**src/rtl/apb_master_bridge_if.sv**
```systemverilog
// Host request/response channel plus APB master bus for apb_master_bridge.
// The master modport is the bridge view; the slave modport is the host/peripheral side.
interface apb_master_bridge_if #(
  parameter int ADDR_W = 6,
  parameter int DATA_W = 32
);
  logic              req_valid_i;
  logic              req_ready_o;
  logic              req_write_i;
  logic [ADDR_W-1:0] req_addr_i;
  logic [DATA_W-1:0] req_wdata_i;
  logic              rsp_valid_o;
  logic              rsp_ready_i;
  logic [DATA_W-1:0] rsp_rdata_o;
  logic              rsp_err_o;
  logic              psel_o;
  logic              penable_o;
  logic              pwrite_o;
  logic [ADDR_W-1:0] paddr_o;
  logic [DATA_W-1:0] pwdata_o;
  logic [DATA_W-1:0] prdata_i;
  logic              pready_i;
  logic              pslverr_i;

  modport master (
    input  req_valid_i, req_write_i, req_addr_i, req_wdata_i, rsp_ready_i,
    input  prdata_i, pready_i, pslverr_i,
    output req_ready_o, rsp_valid_o, rsp_rdata_o, rsp_err_o,
    output psel_o, penable_o, pwrite_o, paddr_o, pwdata_o
  );

  modport slave (
    output req_valid_i, req_write_i, req_addr_i, req_wdata_i, rsp_ready_i,
    output prdata_i, pready_i, pslverr_i,
    input  req_ready_o, rsp_valid_o, rsp_rdata_o, rsp_err_o,
    input  psel_o, penable_o, pwrite_o, paddr_o, pwdata_o
  );
endinterface

```
**src/rtl/apb_master_bridge.sv**
```systemverilog
// Single-outstanding host-to-APB bridge: IDLE -> SETUP -> ACCESS -> RESP, with
// word-alignment check and an ACCESS-phase timeout that aborts a stalled slave.
module apb_master_bridge #(
  parameter int ADDR_W  = 6,
  parameter int DATA_W  = 32,
  parameter int TIMEOUT = 16
) (
  input  logic                clk_i,
  input  logic                resetn_i,
  apb_master_bridge_if.master bus
);

  localparam logic [1:0] ST_IDLE   = 2'd0;
  localparam logic [1:0] ST_SETUP  = 2'd1;
  localparam logic [1:0] ST_ACCESS = 2'd2;
  localparam logic [1:0] ST_RESP   = 2'd3;

  localparam logic [7:0] LAST_WAIT = 8'(TIMEOUT - 1);

  logic [1:0]        state;
  logic [7:0]        wait_cnt;
  logic              psel_q;
  logic              penable_q;
  logic              pwrite_q;
  logic [ADDR_W-1:0] paddr_q;
  logic [DATA_W-1:0] pwdata_q;
  logic [DATA_W-1:0] rdata_q;
  logic              err_q;
  logic              misaligned;
  logic              timeout_hit;

  assign misaligned  = (bus.req_addr_i[1:0] != 2'b00);
  assign timeout_hit = (wait_cnt == LAST_WAIT);

  assign bus.req_ready_o = (state == ST_IDLE);
  assign bus.rsp_valid_o = (state == ST_RESP);
  assign bus.rsp_rdata_o = rdata_q;
  assign bus.rsp_err_o   = err_q;
  assign bus.psel_o      = psel_q;
  assign bus.penable_o   = penable_q;
  assign bus.pwrite_o    = pwrite_q;
  assign bus.paddr_o     = paddr_q;
  assign bus.pwdata_o    = pwdata_q;

  always_ff @(posedge clk_i or negedge resetn_i) begin
    if (!resetn_i) begin
      state     <= ST_IDLE;
      wait_cnt  <= '0;
      psel_q    <= 1'b0;
      penable_q <= 1'b0;
      pwrite_q  <= 1'b0;
      paddr_q   <= '0;
      pwdata_q  <= '0;
      rdata_q   <= '0;
      err_q     <= 1'b0;
    end else begin
      case (state)
        ST_IDLE: begin
          if (bus.req_valid_i) begin
            // Misaligned requests never touch the APB bus, so its address/data hold.
            if (misaligned) begin
              state   <= ST_RESP;
              err_q   <= 1'b1;
              rdata_q <= '0;
            end else begin
              state     <= ST_SETUP;
              paddr_q   <= bus.req_addr_i;
              pwrite_q  <= bus.req_write_i;
              pwdata_q  <= bus.req_wdata_i;
              psel_q    <= 1'b1;
              penable_q <= 1'b0;
              wait_cnt  <= '0;
            end
          end
        end
        ST_SETUP: begin
          penable_q <= 1'b1;
          state     <= ST_ACCESS;
        end
        ST_ACCESS: begin
          // A ready slave on the final allowed cycle still completes normally.
          if (bus.pready_i) begin
            state     <= ST_RESP;
            psel_q    <= 1'b0;
            penable_q <= 1'b0;
            err_q     <= bus.pslverr_i;
            rdata_q   <= pwrite_q ? '0 : bus.prdata_i;
          end else if (timeout_hit) begin
            state     <= ST_RESP;
            psel_q    <= 1'b0;
            penable_q <= 1'b0;
            err_q     <= 1'b1;
            rdata_q   <= '0;
          end else begin
            wait_cnt <= wait_cnt + 8'd1;
          end
        end
        ST_RESP: begin
          if (bus.rsp_ready_i) begin
            state <= ST_IDLE;
          end
        end
        default: begin
          state <= ST_IDLE;
        end
      endcase
    end
  end

endmodule
```
**src/flat_wrapper.sv**
```systemverilog
// flat-port wrapper written by rule: the top's interface ports become plain ports
module apb_master_bridge_flat 
#(
  parameter int ADDR_W  = 6,
  parameter int DATA_W  = 32,
  parameter int TIMEOUT = 16
)
  (clk_i, resetn_i, bus_req_valid_i, bus_req_write_i, bus_req_addr_i, bus_req_wdata_i, bus_rsp_ready_i, bus_prdata_i, bus_pready_i, bus_pslverr_i, bus_req_ready_o, bus_rsp_valid_o, bus_rsp_rdata_o, bus_rsp_err_o, bus_psel_o, bus_penable_o, bus_pwrite_o, bus_paddr_o, bus_pwdata_o);
  apb_master_bridge_if #(.ADDR_W(ADDR_W), .DATA_W(DATA_W)) bus_i ();
  input  logic clk_i;
  input  logic resetn_i;
  input wire logic [$bits(bus_i.req_valid_i)-1:0] bus_req_valid_i;
  input wire logic [$bits(bus_i.req_write_i)-1:0] bus_req_write_i;
  input wire logic [$bits(bus_i.req_addr_i)-1:0] bus_req_addr_i;
  input wire logic [$bits(bus_i.req_wdata_i)-1:0] bus_req_wdata_i;
  input wire logic [$bits(bus_i.rsp_ready_i)-1:0] bus_rsp_ready_i;
  input wire logic [$bits(bus_i.prdata_i)-1:0] bus_prdata_i;
  input wire logic [$bits(bus_i.pready_i)-1:0] bus_pready_i;
  input wire logic [$bits(bus_i.pslverr_i)-1:0] bus_pslverr_i;
  output wire logic [$bits(bus_i.req_ready_o)-1:0] bus_req_ready_o;
  output wire logic [$bits(bus_i.rsp_valid_o)-1:0] bus_rsp_valid_o;
  output wire logic [$bits(bus_i.rsp_rdata_o)-1:0] bus_rsp_rdata_o;
  output wire logic [$bits(bus_i.rsp_err_o)-1:0] bus_rsp_err_o;
  output wire logic [$bits(bus_i.psel_o)-1:0] bus_psel_o;
  output wire logic [$bits(bus_i.penable_o)-1:0] bus_penable_o;
  output wire logic [$bits(bus_i.pwrite_o)-1:0] bus_pwrite_o;
  output wire logic [$bits(bus_i.paddr_o)-1:0] bus_paddr_o;
  output wire logic [$bits(bus_i.pwdata_o)-1:0] bus_pwdata_o;
  assign bus_i.req_valid_i = bus_req_valid_i;
  assign bus_i.req_write_i = bus_req_write_i;
  assign bus_i.req_addr_i = bus_req_addr_i;
  assign bus_i.req_wdata_i = bus_req_wdata_i;
  assign bus_i.rsp_ready_i = bus_rsp_ready_i;
  assign bus_i.prdata_i = bus_prdata_i;
  assign bus_i.pready_i = bus_pready_i;
  assign bus_i.pslverr_i = bus_pslverr_i;
  assign bus_req_ready_o = bus_i.req_ready_o;
  assign bus_rsp_valid_o = bus_i.rsp_valid_o;
  assign bus_rsp_rdata_o = bus_i.rsp_rdata_o;
  assign bus_rsp_err_o = bus_i.rsp_err_o;
  assign bus_psel_o = bus_i.psel_o;
  assign bus_penable_o = bus_i.penable_o;
  assign bus_pwrite_o = bus_i.pwrite_o;
  assign bus_paddr_o = bus_i.paddr_o;
  assign bus_pwdata_o = bus_i.pwdata_o;
  apb_master_bridge #(.ADDR_W(ADDR_W), .DATA_W(DATA_W), .TIMEOUT(TIMEOUT)) u_core (.clk_i(clk_i), .resetn_i(resetn_i), .bus(bus_i));
endmodule
```
**config.mk**
```make
export PLATFORM = sky130hd
export DESIGN_NAME = apb_master_bridge_flat
export DESIGN_NICKNAME = d
export VERILOG_FILES = /design/src/rtl/apb_master_bridge_if.sv /design/src/rtl/apb_master_bridge.sv /design/src/flat_wrapper.sv
export SDC_FILE = /design/constraint.sdc
export NUM_CORES = 1
export LEC_CHECK = 0
export CAP_MARGIN = 20
export CELL_PAD_IN_SITES_DETAIL_PLACEMENT = 1
export CELL_PAD_IN_SITES_GLOBAL_PLACEMENT = 2
export CORE_MARGIN = 2
export CORE_UTILIZATION = 28
export DETAILED_ROUTE_END_ITERATION = 16
export PLACE_DENSITY_LB_ADDON = 0.1
export SLEW_MARGIN = 15
export SYNTH_ARGS = -nofsm -noshare
export SYNTH_HDL_FRONTEND = slang
export SYNTH_SLANG_ARGS = --single-unit
```
**constraint.sdc**
```tcl
create_clock -name clk_i -period 5.19 [get_ports clk_i]
set_clock_uncertainty 0.05 [all_clocks]
set_input_delay 0.7785 -clock clk_i [delete_from_list [all_inputs] [get_ports clk_i]]
set_output_delay 0.7785 -clock clk_i [all_outputs]
set_load 0.05 [all_outputs]
```
-- Word-level counts from Yosys, hierarchy flattened
Cells that the tools add are included.
- register bits: 84
- output and inout port bits: 76
- logic and storage cells: 62
- add/sub/neg operators: 1
- equality and inequality tests: 11
- muxes and demuxes: 30
- bitwise logic cells: 1
- reduce and logical (&&, ||, !) cells: 10
- operators with widths (cell ; count):
    32-bit two-way mux ; 5
    32-bit one-hot mux with 2 select lines ; 1
    8-bit two-way mux ; 4
    8-bit one-hot mux with 2 select lines ; 1
    4-bit AND reduction ; 3
    1-bit two-way mux ; 10
    2-bit two-way mux ; 5
    2-bit != test (second input constant) ; 5
    8-bit by 1-bit adder with 8-bit output (second input constant) ; 1
    8-bit by 4-bit == test with 1-bit output (second input constant) ; 1
    2-bit one-hot mux with 4 select lines ; 1
    3-bit AND reduction ; 2
    5-bit AND reduction ; 1
    2-bit == test (second input constant) ; 2
    1-bit one-hot mux with 2 select lines ; 2
    2-bit nonzero test ; 2
    3-bit by 2-bit != test with 1-bit output (second input constant) ; 1
    1-bit one-hot mux with 3 select lines ; 1
    3-bit nonzero test ; 1
    2-bit by 1-bit == test with 1-bit output (second input constant) ; 1
    2-bit logical NOT ; 1
    2-bit by 1-bit != test with 1-bit output (second input constant) ; 1
    1-bit inverter ; 1

-- Logic depth before layout (Yosys ltp)
- depth after elaboration: 4
- depth in mapped cells: 8
- depth with buffers taken out: 6

-- Least setup slack after synthesis
No wires, ideal clock.
- path type: reg-to-reg
- start point: register u_core.state[0]
- end point: register u_core.paddr_q[5], in the netlist u_core.bus.paddr_o[5]
- setup time: 0.125 ns
- data arrival time: 2.214 ns
- setup slack: 2.801 ns
- stages on the path, launching flop included: 8
- clock period less this slack: 2.389 ns
- path through: dfrtp_1 > inv_1 > ha_1 > nor3b_2 > and2_0 > clkbuf_1 > buf_2 > mux2_2
- cells in the longest elaborated chain, start to end: 2
- RTL lines (item ; line ; text):
    start, declared ; apb_master_bridge.sv:20 ; logic [1:0] state;
    start signal, assigned ; apb_master_bridge.sv:47 ; state <= ST_IDLE;
    start signal, assigned ; apb_master_bridge.sv:62 ; state <= ST_RESP;
    start signal, assigned ; apb_master_bridge.sv:66 ; state <= ST_SETUP;
    2-bit logical NOT ; -- ;
    via bus_req_ready_o ; flat_wrapper.sv:20 ; output wire logic [$bits(bus_i.req_ready_o)-1:0] bus_req_ready_o;
    3-bit AND reduction (no source line) ; -- ;
    end signal, assigned ; apb_master_bridge.sv:67 ; paddr_q <= bus.req_addr_i;
    end, declared ; apb_master_bridge.sv:25 ; logic [ADDR_W-1:0] paddr_q;
The timed path passes the listed nets, and every way through them passes these cells.
A chain may end at the register's enable or synchronous reset.

-- Worst setup path after layout
- start point: register u_core.state[1]
- end point: output port bus_req_ready_o
- cells in the longest elaborated chain, start to end: 1
- RTL lines (item ; line ; text):
    2-bit logical NOT ; apb_master_bridge.sv:35 ; assign bus.req_ready_o = (state == ST_IDLE);
    end, declared ; flat_wrapper.sv:20 ;
Every way passes these cells.

==> results.cfg <==
[logic_synthesis]
yosysWarnings = 0
synthXorXnorAreaFrac_pct = 0
synthAdderAreaFrac_pct = 1.68
synth_top_family_by_area = multiplexers
avgSynthCellArea_um2 = 11.9
post-synth-top-area-cell = dfrtp_1
synth_compound_area_share_pct = 4.91
synth_fp_nets = 394
yosys.area_share.simple_pct = 9.86
synth.ff_latch_count = 84
synth_edf_count = 0
synth.top_cell.area_share_pct = 56.5
netlist_area_um2 = 3720
synthCells = 312
yosys-top-cells-area = dfrtp_1, mux2_2, mux2i_1
muxShareOfSynthArea_pct = 20.7
ys_seq_area_share_pct = 56.5
async_reset_ff_share_pct = 100
yosys_most_used_dff = dfrtp_1
synth_cell_type_count = 40

[global_route]
grt_pass1_wl_mm = 17.1
grtUsageTotal_pct = 15.6
grt_max_degree = 52
grt_pass1_vias = 3216
overflow = 0
antenna_found_initial = 0

[critical_path]
startpoint = u_core.state[1]
crit_arrival_ns = 2.10
cp-start-kind = flip-flop
crit_type = flip-flop to primary output
crit_path_end_kind = primary output
cpMaxStageDelayCell = clkdlybuf4s50_1
crit_path_cell_trace = inv_1 > ha_1 > clkdlybuf4s50_1
critPathRequiredTime_ns = 4.36
worstReg2RegStart = u_core.state[0]
path_max_fanout = 9
slowest_delay_ns = 0.88

[pwr]
combPwrFrac_pct = 57.2
power_switching_uw = 1900
power_leakage_uw = 0.00246
switching_share_pct = 47.1
pwr-share-seq_pct = 26.9
cellInternalPower_uw = 2140
power_density_nw_per_um2 = 711
vdd_drop_max_uv = 352
clkPwrFrac_pct = 15.9

[die]
start_util_pct = 28.4
fp-row-count = 42
core_um2 = 13100
ios = 153
die_w_um = 119
die_area_um2 = 14200
die_y_um = 119

[cells_and_area]
layout_common_cells = clkdlybuf4s50_1, dfrtp_1, nand2_1, inv_1, mux2_2
multi_input_comb_area_um2 = 1390
syn_to_final_growth_pct = 52.6
fill_cells = 1401
seqCellArea_um2 = 2100
final_nets = 544
final_common_cell = clkdlybuf4s50_1
diodes = 0
layout-drive-gt1-share_pct = 13.5

[sta]
fin_ws_ns = 2.26
setup_tns_ns = 0
min_period_ns = 2.93
relSlewSlack_pct = 37.5
max_clock_freq_mhz = 342
final-hold-violation-count = 0
tightestPinTransition_ns = 0.937
report.final.slew_viol_count = 0
setup_violations = 0
rsz0062_at_grt = false
fin_crit_sh_pct = 56.4

[clock_tree]
clockRootBuffer = clkbuf_16
cts_made_buffers = 9
cts_resized = 0
clock_path_buffers = 2
tritoncts = done
cts.sinks = 84
cts_max_level = 3
clk_pin_slew_ns = 0.06
hold_buffers = 0
insertion_delay_ns = 0.34
cts_setup_buffers = 0

[detailed_routing]
ant_nets = 0
drc = 0
dr_total_vias = 2841
dr.pass1.iters = 4
via_per_inst = 4.43
totalWireLength_mm = 10.4
detail_route.wl_per_cell_um = 16.1
drt-initial-drc-count = 62

[run_status]
status = finished clean

[worst_hold_path]
min_path_type = primary input to asynchronous set/reset pin

[place]
portBuffers = 152
globalplace.congestion = 0.704
hpwl_mm = 7.34
dp_slack_ns = 2.21

[run]
cap_violations = 0
## layout make-up
class	count	share of cell area, %
inverters	38	2.51
repair buffers	154	27.0
flip-flops and latches	84	37.0
clock inverters	5	0.926
clock buffers	10	4.21
multi-input cells	175	24.4
well taps	176	3.88
## sequential cells by signal, indices dropped and copies added, names as in the netlist
signal and count:
u_core.bus.paddr_o 6, u_core.bus.psel_o 1, u_core.state 2, u_core.bus.penable_o 1, u_core.bus.rsp_rdata_o 32, u_core.bus.pwdata_o 32, u_core.bus.pwrite_o 1, u_core.wait_cnt 8
u_core.bus.rsp_err_o 1
## worst max-delay path: cells and delay by family (launching register included)
family | cells | cell delay [ns]
flops | 1 | 0.40
buf+inv | 2 | 1.00
fa+ha+maj | 1 | 0.36
## synth_stat cells, types with 3 or more instances
master    instances
a21oi_1           3
buf_2             5
buf_6             4
clkbuf_1          6
dfrtp_1          84
ha_1              5
inv_1            38
mux2_2           37
mux2i_1          33
nand2_1          39
nand2b_1          4
nand3_1           9
nor2_1            4
nor2b_1           4
o21ai_0           5
o31ai_1           3
## stage by stage
| stage | area (um2) | power [uW] | hold slack [ns] | cells | util [%] |
|---|---|---|---|---|---|
| after floorplan | 3720 | 2660 | 0.418 | 312 | - |
| after global placement | 5380 | 3400 | 0.419 | 627 | 41.1 |
| after detailed placement | 5380 | 3430 | 0.429 | 627 | 41.1 |
| after CTS | 5680 | 4100 | 0.358 | 642 | 43.4 |
| after global routing | 5680 | 4260 | 0.371 | 642 | 43.4 |
| final | 5680 | 4040 | 0.345 | 642 | 43.4 |
## power groups by stage
| stage | clock (uW) | combinational [uW] | sequential [uW] |
|---|---|---|---|
| after floorplan | 0 | 679 | 1980 |
| after global placement | 0 | 2320 | 1080 |
| after detailed placement | 0 | 2340 | 1100 |
| after CTS | 668 | 2340 | 1090 |
| after global routing | 693 | 2440 | 1130 |
| final | 643 | 2310 | 1080 |
## path summary, 6_finish.rpt
check,to,slack (ns),cells after the start
worst max-delay path,bus_req_ready_o,2.26,3
worst min-delay path,u_core.bus.penable_o,0.34,1
worst max register to register,u_core.bus.rsp_err_o,2.51,6
worst min register to register,u_core.bus.paddr_o[2],0.44,1
max in group asynchronous,u_core.bus.rsp_rdata_o[5],3.68,2
min in group clk_i,u_core.bus.paddr_o[2],0.44,1
## cells by family (layout without fill, tap and decap cells)
group	Yosys count	count (layout)
adders and majority gates	5	5
AOI/OAI and AO/OA	25	25
buffers and inverters	53	207
muxes	72	72
and+or+nand+nor	73	73
DFF	84	84
## routing by layer
metal | up-vias | part of all wire, % | GRT usage (%)
met1 | 1398 | 41 | 18.3
met2 | 94 | 47 | 24.5
li1 | 1336 | - | -
met5 | - | 0 | 0
met3 | 13 | 10 | 7.42
met4 | 0 | 1.8 | 6.47
Note: power is estimated with default switching activity, not from simulation.
